### src/rtl/bytewrite_ram_port_ctrl.sv
// Command front-end for the byte-write single-port RAM. It handles valid/ready admission,
// tracks reads through the RAM's fixed latency and returns read data via a credit-guarded FIFO.
module bytewrite_ram_port_ctrl #(
    parameter int AW        = 10,
    parameter int NB        = 4,
    parameter int RD_LAT    = 2,
    parameter int RSP_DEPTH = 4
) (
    input  logic              clk,
    input  logic              rst_n,
    input  logic              req_valid,
    output logic              req_ready,
    input  logic [NB-1:0]     req_we,
    input  logic [AW-1:0]     req_addr,
    input  logic [NB*8-1:0]   req_wdata,
    output logic [NB-1:0]     ram_we,
    output logic [AW-1:0]     ram_addr,
    output logic [NB*8-1:0]   ram_din,
    input  logic [NB*8-1:0]   ram_dout,
    output logic              rsp_valid,
    input  logic              rsp_ready,
    output logic [NB*8-1:0]   rsp_data
);

    localparam int DW = NB * 8;
    localparam int PW = $clog2(RSP_DEPTH);
    localparam int CW = PW + 1;

    logic [RD_LAT-1:0] inflight;
    logic [CW-1:0]     inflight_cnt;
    logic [CW-1:0]     fifo_cnt;
    logic [CW:0]       credit_used;
    logic [PW-1:0]     wr_ptr;
    logic [PW-1:0]     rd_ptr;
    logic [DW-1:0]     fifo_mem [RSP_DEPTH];
    logic              req_fire;
    logic              rd_fire;
    logic              push;
    logic              pop;

    always_comb begin
        inflight_cnt = '0;
        for (int unsigned i = 0; i < RD_LAT; i++) begin
            inflight_cnt = inflight_cnt + CW'(inflight[i]);
        end
    end

    // Credit counts registered state only, so a pop frees a slot one cycle later.
    assign credit_used = (CW+1)'(inflight_cnt) + (CW+1)'(fifo_cnt);
    assign req_ready   = rst_n && (credit_used < (CW+1)'(RSP_DEPTH));
    assign req_fire    = req_valid && req_ready;
    assign rd_fire     = req_fire && (req_we == '0);

    assign ram_we   = req_fire ? req_we : '0;
    assign ram_addr = req_addr;
    assign ram_din  = req_wdata;

    assign push      = inflight[RD_LAT-1];
    assign rsp_valid = (fifo_cnt != '0);
    assign pop       = rsp_valid && rsp_ready;
    assign rsp_data  = fifo_mem[rd_ptr];

    always_ff @(posedge clk or negedge rst_n) begin
        if (!rst_n) begin
            inflight <= '0;
            wr_ptr   <= '0;
            rd_ptr   <= '0;
            fifo_cnt <= '0;
        end else begin
            inflight <= (inflight << 1) | RD_LAT'(rd_fire);
            if (push) wr_ptr <= wr_ptr + 1'b1;
            if (pop)  rd_ptr <= rd_ptr + 1'b1;
            case ({push, pop})
                2'b10:   fifo_cnt <= fifo_cnt + 1'b1;
                2'b01:   fifo_cnt <= fifo_cnt - 1'b1;
                default: fifo_cnt <= fifo_cnt;
            endcase
        end
    end

    always_ff @(posedge clk) begin
        if (push) fifo_mem[wr_ptr] <= ram_dout;
    end

    a_no_overflow: assert property (@(posedge clk) disable iff (!rst_n)
        !(push && !pop && (fifo_cnt == CW'(RSP_DEPTH))));

endmodule

### config.mk
export PLATFORM = sky130hd
export DESIGN_NAME = bytewrite_ram_port_ctrl
export DESIGN_NICKNAME = d
export VERILOG_FILES = /design/src/rtl/bytewrite_ram_port_ctrl.sv
export SDC_FILE = /design/constraint.sdc
export NUM_CORES = 1
export LEC_CHECK = 0
export ABC_AREA = 1
export BUFFER_PORTS_ARGS = -buffer_cell sky130_fd_sc_hd__buf_2
export CAP_MARGIN = 20
export CORE_ASPECT_RATIO = 1.4
export CORE_MARGIN = 2
export CORE_UTILIZATION = 45
export CTS_BUF_LIST = sky130_fd_sc_hd__clkbuf_4 sky130_fd_sc_hd__clkbuf_8
export CTS_CLUSTER_DIAMETER = 30
export DETAILED_ROUTE_END_ITERATION = 10
export PLACE_DENSITY = 0.71
export SLEW_MARGIN = 20
export SYNTH_ARGS = -nofsm -noshare
export SYNTH_HDL_FRONTEND = slang
export SYNTH_SLANG_ARGS = --single-unit
### constraint.sdc
create_clock -name clk -period 2.9 [get_ports clk]
set_clock_uncertainty 0.1 [all_clocks]
set_input_delay 0.29 -clock clk [delete_from_list [all_inputs] [get_ports clk]]
set_output_delay 0.29 -clock clk [all_outputs]
set_load 0.005 [all_outputs]
==> results.yml, run 1 <==
sta:
  hold_violations: 0
  rsz0062_at_grt: "no"
  post-route-period-util_pct: 84.46
  period_minus_slack_ns: 2.449
  max_freq_mhz: 408.3
  fin_tns_setup_ns: 0
  slew_viol_final: 0
  tightest_slew_ns: 0.7680
  slew-limit-headroom_pct: 48.72
  worst_slack_ns: 0.4506
  setup-violations-final: 0
yosys:
  syn-cell-area_sq_um: 5703
  yosysUniqueCellTypes: 19
  ys_warn_count: 0
  ys_ff_latch: 137
  synth_seq_area_share_pct: 71.35
  postSynthAreaPerCell_sq_um: 12.37
  syn-num-nets: 550
  syn_inst: 461
cts:
  postCtsSetupBuffers: 0
  cts-root-buf: "clkbuf_8"
  clk_pin_slew_worst_paths_ns: 0.07
  clock_sinks: 137
  clk_latency_ns: 0.41
  clk_path_buf_depth: 2
  htree_num_levels: 4
  cts_tree: "done"
  cts_buffers: 17
placement:
  place_hpwl_microns: 7057
  pre_cts_ws_ns: 0.9065
  port_buffers: 77
  gp_congestion: 0.7880
  place_inst: 636
  dpl_cell_area_sq_um: 5938
detailed_routing:
  vias: 3532
  wl_per_cell_microns: 15.95
  drtAntennaViolNets: 0
  totalWireLength_microns: 11120
  drtPass1Iterations: 4
  viasPerCell: 5.067
  drt_first_iter_violations: 182
  drcViolationCount: 0
final_layout:
  stdcell_count: 697
  drive_above_1_share_pct: 21.39
  area_growth_syn_to_layout_pct: 15.47
  final_nets: 626
  final_area_sq_um: 6585
  insertedDiodeCount: 0
  n_fill_cell: 1009
critical_path:
  crit_slowest_cell: "inv_2"
  end_kind: "primary output"
  critical_path.max_fanout: 46
  path_buf_inv: 2
  crit_path_start: "rd_ptr[1]$_DFFE_PN0N_"
  cp_cell_sequence: "inv_2, o21ai_0, o21ai_1, buf_2"
  critPathRequiredTime_ns: 2.51
  crit_end: "rsp_data[30]"
  path_depth: 4
  max_stage_delay_ns: 0.57
  rr_worst_depth: 11
  path_class: "register to primary output"
  r2r_slack_ns: 0.91
  start_kind: "register"
  critPathTopFamily: "buffers and inverters"
  crit_arrival_ns: 2.06
  timing.rr.start: "fifo_cnt[0]$_DFFE_PN0P_"
  r2r-end: "fifo_cnt[2]$_DFFE_PN0P_"
pwr:
  p_leak_nw: 2.504
  ir_drop_mv: 0.4730
  power_density_nw_per_um2: 791.1
grt:
  grt_max_degree: 67
  gr-total-overflow: 0
  first_global_vias: 3416
  antenna_found_initial: 0
  grt_usage_pct: 16.68
  grt_first_pass_wirelength_microns: 17030
die:
  initial_core_util_pct: 46.10
  die_h_microns: 137.2
  die_area_sq_um: 13600
  core_area_sq_um: 12370
  io_pins: 162
  rows: 48
  die_x_microns: 99.15
run:
  cap_violations: 0
worst_hold_path:
  min_path_type: "input port to register"
outcome:
  status: "finished clean"
==> area by class of cell <==
type                            count  area (sq um)  share of cell area (%)
Clock buffer                       22         271.5                   4.123
Multi-Input combinational cell    238          1110                   16.85
Timing Repair Buffer              121         808.3                   12.27
Tap cell                          150         187.7                   2.850
Sequential cell                   137          4070                   61.81
Inverter                           22         82.58                   1.254
Clock inverter                      7         55.05                  0.8360
==> cells by family after synthesis <==
logic type	after synthesis	synth area share, %
compound gates	99	8.732
xor+xnor	2	0.3072
fa+ha+maj	7	1.667
buf+inv	86	9.193
flops	137	71.35
simple gates	130	8.754
==> layout by cell type, fill, tap and decap left out <==
cell type and n:
dlygate4sd3_1 32, clkinv_1 4, a21boi_0 1, dfrtp_2 1
buf_4 11, nor2_1 102, buf_12 1, o21ai_0 20
clkbuf_4 5, inv_1 20, dfrtp_1 8, xor2_1 1
buf_2 77, edfxtp_1 128, ha_1 6, fa_1 1
clkinv_2 2, clkbuf_8 17, xnor2_1 1, nand3_1 5
bufinv_16 1, nand4_1 2, o21ai_1 78, inv_2 2
nand2_1 21
==> where the power goes <==
part | total, W | switching, W | internal (W)
sequential | 0.00226 | 0.0000459 | 0.00222
combinational | 0.00165 | 0.000998 | 0.000652
clock | 0.00130 | 0.000601 | 0.000695
==> through the flow <==
| step | utilization, % | total power [W] | hold slack (ns) |
|---|---|---|---|
| floorplan | - | 0.003425 | -0.1056 |
| CTS | 53.15 | 0.005248 | 0.005868 |
| finish | 53.23 | 0.005209 | 0.01720 |
| detailed placement | 48.00 | 0.003927 | 0.06436 |
| global route | 53.23 | 0.005553 | 0.006491 |
| global placement | 48.00 | 0.003870 | 0.05969 |
==> how the worst min path moves through the flow <==
stage / from / to / slack, ns / cells past startpoint
2_1_floorplan: rst_n / fifo_cnt[0]$_DFFE_PN0P_ / -0.11 / 0
3_3_place_gp: rst_n / fifo_cnt[2]$_DFFE_PN0P_ / 0.06 / 1
3_5_place_dp: rst_n / fifo_cnt[2]$_DFFE_PN0P_ / 0.06 / 1
4_1_cts: ram_dout[29] / fifo_mem[3][29]$_DFFE_PP_ / 0.006 / 1
5_1_grt: ram_dout[31] / fifo_mem[1][31]$_DFFE_PP_ / 0.006 / 1
6_report: ram_dout[31] / fifo_mem[1][31]$_DFFE_PP_ / 0.02 / 1
==> routing by layer <==
metal | part of all wire, % | vias up | global-route usage [%]
met3 | 6.4 | 56 | 4.059
met5 | 0 | - | 0
li1 | - | 1703 | -
met4 | 6.0 | 0 | 11.87
met2 | 51 | 119 | 28.27
met1 | 37 | 1654 | 18.28
==> what timing repair did <==
item	CTS	global route
hold buffers	31	1
hold endpoints to repair	129	4
gates resized for setup	0	0
==> sequential cells by signal, indices dropped and copies added (netlist names) <==
signal and count:
fifo_mem 128, wr_ptr 2, rd_ptr 2, fifo_cnt 3, inflight 2
==> cells in the mapped netlist (all sizes together) <==
| library cell | count | share of area, % |
|---|---|---|
| clkbuf | 3 | 0.20 |
| o21ai | 98 | 8.6 |
| nor2 | 102 | 6.7 |
| a21boi | 1 | 0.13 |
| xor2 | 1 | 0.15 |
| fa | 1 | 0.35 |
| nand4 | 2 | 0.22 |
| nand2 | 21 | 1.4 |
| inv | 22 | 1.4 |
| dfrtp | 9 | 3.9 |
| ha | 6 | 1.3 |
| xnor2 | 1 | 0.15 |
| nand3 | 5 | 0.44 |
| buf | 61 | 7.5 |
| edfxtp | 128 | 67 |
Power figures use the tool's default switching activity.
==> run 2, diff against run 1 <==
- PLACE_DENSITY: 0.71 -> 0.73
- clock period: 2.9 -> 2 ns (I/O delays scaled with it)
==> run 2 against run 1 <==
  * Flip-flop and latch count did not move
  * Register-to-register slack got worse by 0.84 ns
  * Clock power rose by 87%
  * Die area did not move
  * Global-route usage rose by 2.7 points
  * Sequential share of layout area fell by 5.0 points
  * Critical path depth rose by 3
  * Worst setup slack got worse by 0.42 ns
  * Combinational power rose by 100%
  * First-iteration DRC count rose by 30%
  * Sequential power rose by 46%
==> results.yml, run 2 (synthesis gave the netlist of run 1 again) <==
grt:
  grt_usage_pct: 19.39
  grt_max_degree: 36
  gr-total-overflow: 0
  antenna_found_initial: 0
  grt_first_pass_wirelength_microns: 19630
  first_global_vias: 3876
critical_path:
  crit_end: "ram_we[1]"
  rr_worst_depth: 8
  crit_arrival_ns: 1.67
  path_class: "register to primary output"
  crit_slowest_cell: "dfrtp_1"
  cp_cell_sequence: "ha_1, nand2_1, nand2_2, nand2_2, nand3_4, nor2_2, buf_2"
  critPathRequiredTime_ns: 1.70
  path_depth: 7
  crit_path_start: "fifo_cnt[0]$_DFFE_PN0P_"
  start_kind: "register"
  r2r-end: "fifo_cnt[1]$_DFFE_PN0P_"
  path_buf_inv: 1
  timing.rr.start: "fifo_cnt[0]$_DFFE_PN0P_"
  max_stage_delay_ns: 0.41
  critical_path.max_fanout: 5
  critPathTopFamily: "simple AND/OR/NAND/NOR gates"
  r2r_slack_ns: 0.07
  end_kind: "primary output"
  cpMostUsedCell: "nand2_2"
final_layout:
  top_regs: "fifo_mem: 128 flops, fifo_cnt: 3 flops"
  final_area_sq_um: 7167
  area_growth_syn_to_layout_pct: 25.67
  largest_reg_flops: 128
  fin_util_pct: 57.93
  stdcell_count: 717
  drive_above_1_share_pct: 27.69
  n_fill_cell: 1002
  insertedDiodeCount: 0
  largest-register: "fifo_mem"
  layout_common_cells: "edfxtp_1 (128), nor2_1 (91), o21ai_1 (77)"
  final_nets: 643
  layout_commonest_cell: "edfxtp_1"
detailed_routing:
  drtAntennaViolNets: 0
  wl_per_cell_microns: 18.35
  viasPerCell: 5.266
  drt_first_iter_violations: 236
  vias: 3776
  totalWireLength_microns: 13160
  drtPass1Iterations: 7
  drcViolationCount: 0
cts:
  cts_buffers: 17
  clk_path_buf_depth: 2
  htree_num_levels: 4
  clk_latency_ns: 0.43
  cts_tree: "done"
  clock_sinks: 137
  clk_pin_slew_worst_paths_ns: 0.08
  cts-root-buf: "clkbuf_8"
die:
  initial_core_util_pct: 46.10
  die_x_microns: 99.15
  die_h_microns: 137.2
  die_area_sq_um: 13600
  rows: 48
  io_pins: 162
  core_area_sq_um: 12370
sta:
  period_minus_slack_ns: 1.974
  setup-violations-final: 0
  slew-limit-headroom_pct: 81.43
  tightest_slew_ns: 0.2776
  slew_viol_final: 0
  worst_slack_ns: 0.02614
  rsz0062_at_grt: "yes"
  hold_violations: 0
  max_freq_mhz: 506.6
  post-route-period-util_pct: 98.69
outcome:
  status: "finished clean"
placement:
  pre_cts_ws_ns: 0.02319
  place_hpwl_microns: 7282
  port_buffers: 77
  gp_congestion: 0.8278
  place_inst: 636
  dpl_cell_area_sq_um: 5976
pwr:
  p_leak_nw: 2.734
  ir_drop_mv: 0.5438
  power_density_nw_per_um2: 1273
run:
  cap_violations: 0
worst_hold_path:
  min_path_type: "input port to asynchronous set/reset pin"
## run 2: changes by cell type in the layout (fill, tap and decap cells not counted), sizes merged
cell,delta
buf,+7
clkinv,-2
clkinvlp,+3
inv,+3
clkbuf,+1
dlygate4sd3,+4
dlymetal6s4s,+1
bufinv,+3
## run 2: power breakdown
part	internal, W	switching [W]	leakage [nW]
clock network	0.00138	0.00105	0.213
logic	0.00155	0.00182	1.26
registers	0.00321	0.000104	1.26
## run 2: area by class of cell
cell class	count	area (sq um)	area share (%)
multi-input combinational	238	1201	16.76
clock inverter	14	196.4	2.741
timing repair buffer	138	1177	16.43
clock buffer	18	241.5	3.369
inverter	22	92.59	1.292
tap	150	187.7	2.619
sequential	137	4070	56.79
## run 2: how the worst min path moves through the flow
| stage | startpoint | end | slack, ns |
|---|---|---|---|
| final | rst_n | inflight[0]$_DFF_PN0_ | 0.04 |
| after global placement | rst_n | fifo_cnt[2]$_DFFE_PN0P_ | -0.03 |
| after detailed placement | rst_n | fifo_cnt[2]$_DFFE_PN0P_ | -0.03 |
| after global routing | rst_n | inflight[0]$_DFF_PN0_ | 0.04 |
| after CTS | rst_n | inflight[0]$_DFF_PN0_ | 0.02 |
| after floorplan | rst_n | fifo_cnt[0]$_DFFE_PN0P_ | -0.20 |
## run 2: timing repair
item | CTS | global route
resized for setup | 9 | 41
endpoints found under the hold margin | 140 | 0
pin swaps | 0 | 7
endpoints found under the setup margin | 29 | 34
cloned | 3 | 4
hold buffers | 37 | 0
setup buffers | 4 | 1
## run 2: metal layers
metal	routed length, microns	global-route usage, %
met2	7003	33.15
met5	0	0
met3	855	5.327
met4	735	14.00
met1	4562	20.48
## run 2: through the flow
step           hold slack [ns]  setup TNS, ns  power (W)
5_1_grt                0.04468        -0.8825   0.009654
3_3_place_gp          -0.03219              0   0.005690
3_5_place_dp          -0.02898              0   0.005827
4_1_cts                0.02333       -0.01451   0.008716
6_report               0.04105              0   0.009120
2_1_floorplan          -0.1956              0   0.004966
==> run 3, diff against run 2 <==
- ABC_AREA: 1 -> 0
- PLACE_DENSITY: 0.73 -> 0.74
==> run 3 against run 2 <==
  * The flow now finishes with violations (setup timing)
  * Critical path depth shrank 4
  * Sequential power about the same
  * Via count fell by 30%
  * Sequential share of layout area increased by 5.1 points
  * Core utilization down 2.5 points
  * Synthesized cell count fell by 43%
  * Register-to-register slack is essentially flat
  * Worst hold slack better by 0.0020 ns
==> results.yml, run 3 <==
outcome:
  status: "finished with violations"
  violations: "setup timing"
pwr:
  switching_share_pct: 26.28
  p_leak_nw: 2.373
  ir_drop_mv: 0.6492
  p_seq_share_pct: 45.7
  p_switching_w: 0.001894
  power_density_nw_per_um2: 1094
  intPower_w: 0.005313
  p_comb_share_pct: 27.3
  clockPowerShare_pct: 26.9
cts:
  cts_tree: "done"
  cts-root-buf: "clkbuf_8"
  cts_buffers: 17
  htree_num_levels: 4
  clock_sinks: 137
  clk_path_buf_depth: 2
  clk_latency_ns: 0.42
  clk_pin_slew_worst_paths_ns: 0.07
critical_path:
  end_kind: "primary output"
  rr_worst_depth: 8
  start_kind: "register"
  path_depth: 3
  r2r_slack_ns: 0.07
  critPathRequiredTime_ns: 1.70
  max_stage_delay_ns: 0.54
  timing.rr.start: "fifo_cnt[0]$_DFFE_PN0P_"
  crit_path_start: "rd_ptr[0]$_DFFE_PN0N_"
  cp_cell_sequence: "buf_12, mux4_2, buf_2"
  path_buf_inv: 2
  path_class: "register to primary output"
  critPathTopFamily: "multiplexers"
  critical_path.max_fanout: 22
  crit_arrival_ns: 1.73
  crit_end: "rsp_data[6]"
  r2r-end: "fifo_cnt[2]$_DFFE_PN0P_"
  crit_slowest_cell: "mux4_2"
grt:
  antenna_found_initial: 0
  grtUsageMet2_pct: 26.48
  met3_usage_pct: 5.280
  busiest_layer: "met2"
  gr-total-overflow: 0
  grt_use_met1_pct: 17.04
  first_global_vias: 2978
  grt_max_degree: 23
  grt_usage_pct: 15.39
  grt_first_pass_wirelength_microns: 15150
placement:
  dpl_cell_area_sq_um: 5816
  port_buffers: 77
  gp_congestion: 0.8088
  place_hpwl_microns: 6106
  place_inst: 453
  pre_cts_ws_ns: 0.09683
final_layout:
  register_area_sq_um: 4074
  final_area_sq_um: 6585
  layout_commonest_cell: "edfxtp_1"
  insertedDiodeCount: 0
  drive_above_1_share_pct: 44.83
  layout_common_cells: "edfxtp_1 (128), buf_2 (75), dlygate4sd3_1 (35)"
  multi_input_area_sq_um: 1031
  largest_reg_flops: 128
  largest-register: "fifo_mem"
  final_nets: 454
  area_growth_syn_to_layout_pct: 19.37
  top_regs: "fifo_mem: 128 flops, fifo_cnt: 3 flops"
  stdcell_count: 524
  n_fill_cell: 933
yosys:
  syn-num-nets: 353
  synth_top_area_share_pct: 69.68
  synth.largest_area_cell: "edfxtp_1"
  postSynthAreaPerCell_sq_um: 20.90
  yosysUniqueCellTypes: 26
  async_reset_ff_share_pct: 6.569
  synth_area_leaders: "edfxtp_1 (70%), mux4_2 (11%), buf_4 (5.7%)"
  ys_warn_count: 0
  synth_top_cells_by_count: "edfxtp_1 (128), buf_4 (42), mux4_2 (28)"
  ys_ff_latch: 137
  synth-edff-count: 128
  synth_seq_area_share_pct: 73.76
  synth.most_common_cell: "edfxtp_1"
  syn_inst: 264
  synthFlopType: "edfxtp_1"
  syn-cell-area_sq_um: 5517
die:
  die_area_sq_um: 13170
  rows: 47
  die_x_microns: 97.58
  initial_core_util_pct: 46.44
  core_area_sq_um: 11880
  die_h_microns: 135.0
  io_pins: 162
sta:
  fin_tns_setup_ns: -0.2024
  slew-limit-headroom_pct: 82.47
  slew_viol_final: 0
  setup-violations-final: 20
  rsz0062_at_grt: "yes"
  max_freq_mhz: 491.9
  post-route-period-util_pct: 101.6
  worst_slack_ns: -0.03285
  tightest_slew_ns: 0.2630
  fin_hold_ws_ns: 0.04309
  period_minus_slack_ns: 2.033
  hold_violations: 0
detailed_routing:
  drtAntennaViolNets: 0
  vias: 2642
  wl_per_cell_microns: 18.01
  drcViolationCount: 0
  drt_first_iter_violations: 132
  viasPerCell: 5.042
  totalWireLength_microns: 9439
  drtPass1Iterations: 4
run:
  cap_violations: 0
worst_hold_path:
  min_path_type: "input port to asynchronous set/reset pin"
[run 3: changes by cell type in the layout (fill, tap and decap cells not counted), moves of 4 or more]
| cell | delta |
|---|---|
| and2_2 | +4 |
| buf_12 | -6 |
| buf_4 | +12 |
| clkbuf_16 | -4 |
| inv_1 | -13 |
| mux4_2 | +32 |
| nand2_1 | -13 |
| nor2_1 | -86 |
| nor2_2 | -7 |
| nor2_4 | -4 |
| o21ai_0 | -15 |
| o21ai_1 | -77 |
| o21ai_2 | -5 |
[run 3: power by group through the flow]
stage,clock [W],sequential [W],combinational (W)
4_1_cts,0.00200,0.00329,0.00196
6_report,0.00194,0.00330,0.00197
3_5_place_dp,0,0.00341,0.00174
3_3_place_gp,0,0.00340,0.00171
5_1_grt,0.00213,0.00331,0.00214
2_1_floorplan,0,0.00332,0.00135
[run 3: final cells by class]
class / count / area share (%)
multi-input cells: 69 / 15.66
clock buffers: 18 / 3.667
repair buffers: 133 / 14.00
clock inverters: 13 / 1.615
well taps: 147 / 2.793
flip-flops and latches: 137 / 61.87
inverters: 7 / 0.3990
[run 3: timing repair]
item | 4_1_cts | 5_1_grt
endpoints found under the hold margin | 138 | 0
resized for setup | 7 | 6
endpoints found under the setup margin | 37 | 39
pin swaps | 1 | 4
hold buffers | 35 | 0
setup buffers | 4 | 1
[run 3: routing by layer]
layer  share of wire [%]  up-vias  wire (microns)
met5                   0        -               0
met4                 2.3        0             218
met3                 6.0       28             570
met2                  54      100            5084
met1                  38     1324            3565
li1                    -     1190               -
[run 3: per-stage QoR]
| step | total power [W] | utilization, % |
|---|---|---|
| floorplan | 0.004668 | - |
| global route | 0.007583 | 55.44 |
| detailed placement | 0.005158 | 48.96 |
| CTS | 0.007251 | 55.05 |
| global placement | 0.005106 | 48.96 |
| finish | 0.007207 | 55.44 |
[run 3: worst min path at each step]
stage	cells past startpoint	end	slack (ns)	startpoint
6_report	2	inflight[0]$_DFF_PN0_	0.04	rst_n
3_3_place_gp	1	inflight[0]$_DFF_PN0_	-0.04	rst_n
4_1_cts	2	inflight[0]$_DFF_PN0_	0.02	rst_n
2_1_floorplan	0	fifo_cnt[0]$_DFFE_PN0P_	-0.20	rst_n
3_5_place_dp	1	inflight[0]$_DFF_PN0_	-0.03	rst_n
5_1_grt	2	inflight[0]$_DFF_PN0_	0.06	rst_n
[run 3: kinds of logic (layout without fill, tap and decap cells)]
| kind of cell | Yosys count | in the layout | synth area share [%] |
|---|---|---|---|
| xor gates and xnor gates | 6 | 6 | 0.9526 |
| AOI/OAI and AO/OA | 4 | 4 | 0.4307 |
| and+or+nand+nor | 19 | 19 | 1.701 |
| adders and majority gates | 7 | 7 | 1.724 |
| buffers and inverters | 58 | 171 | 7.916 |
| muxes | 33 | 33 | 13.52 |
| DFF | 137 | 137 | 73.76 |
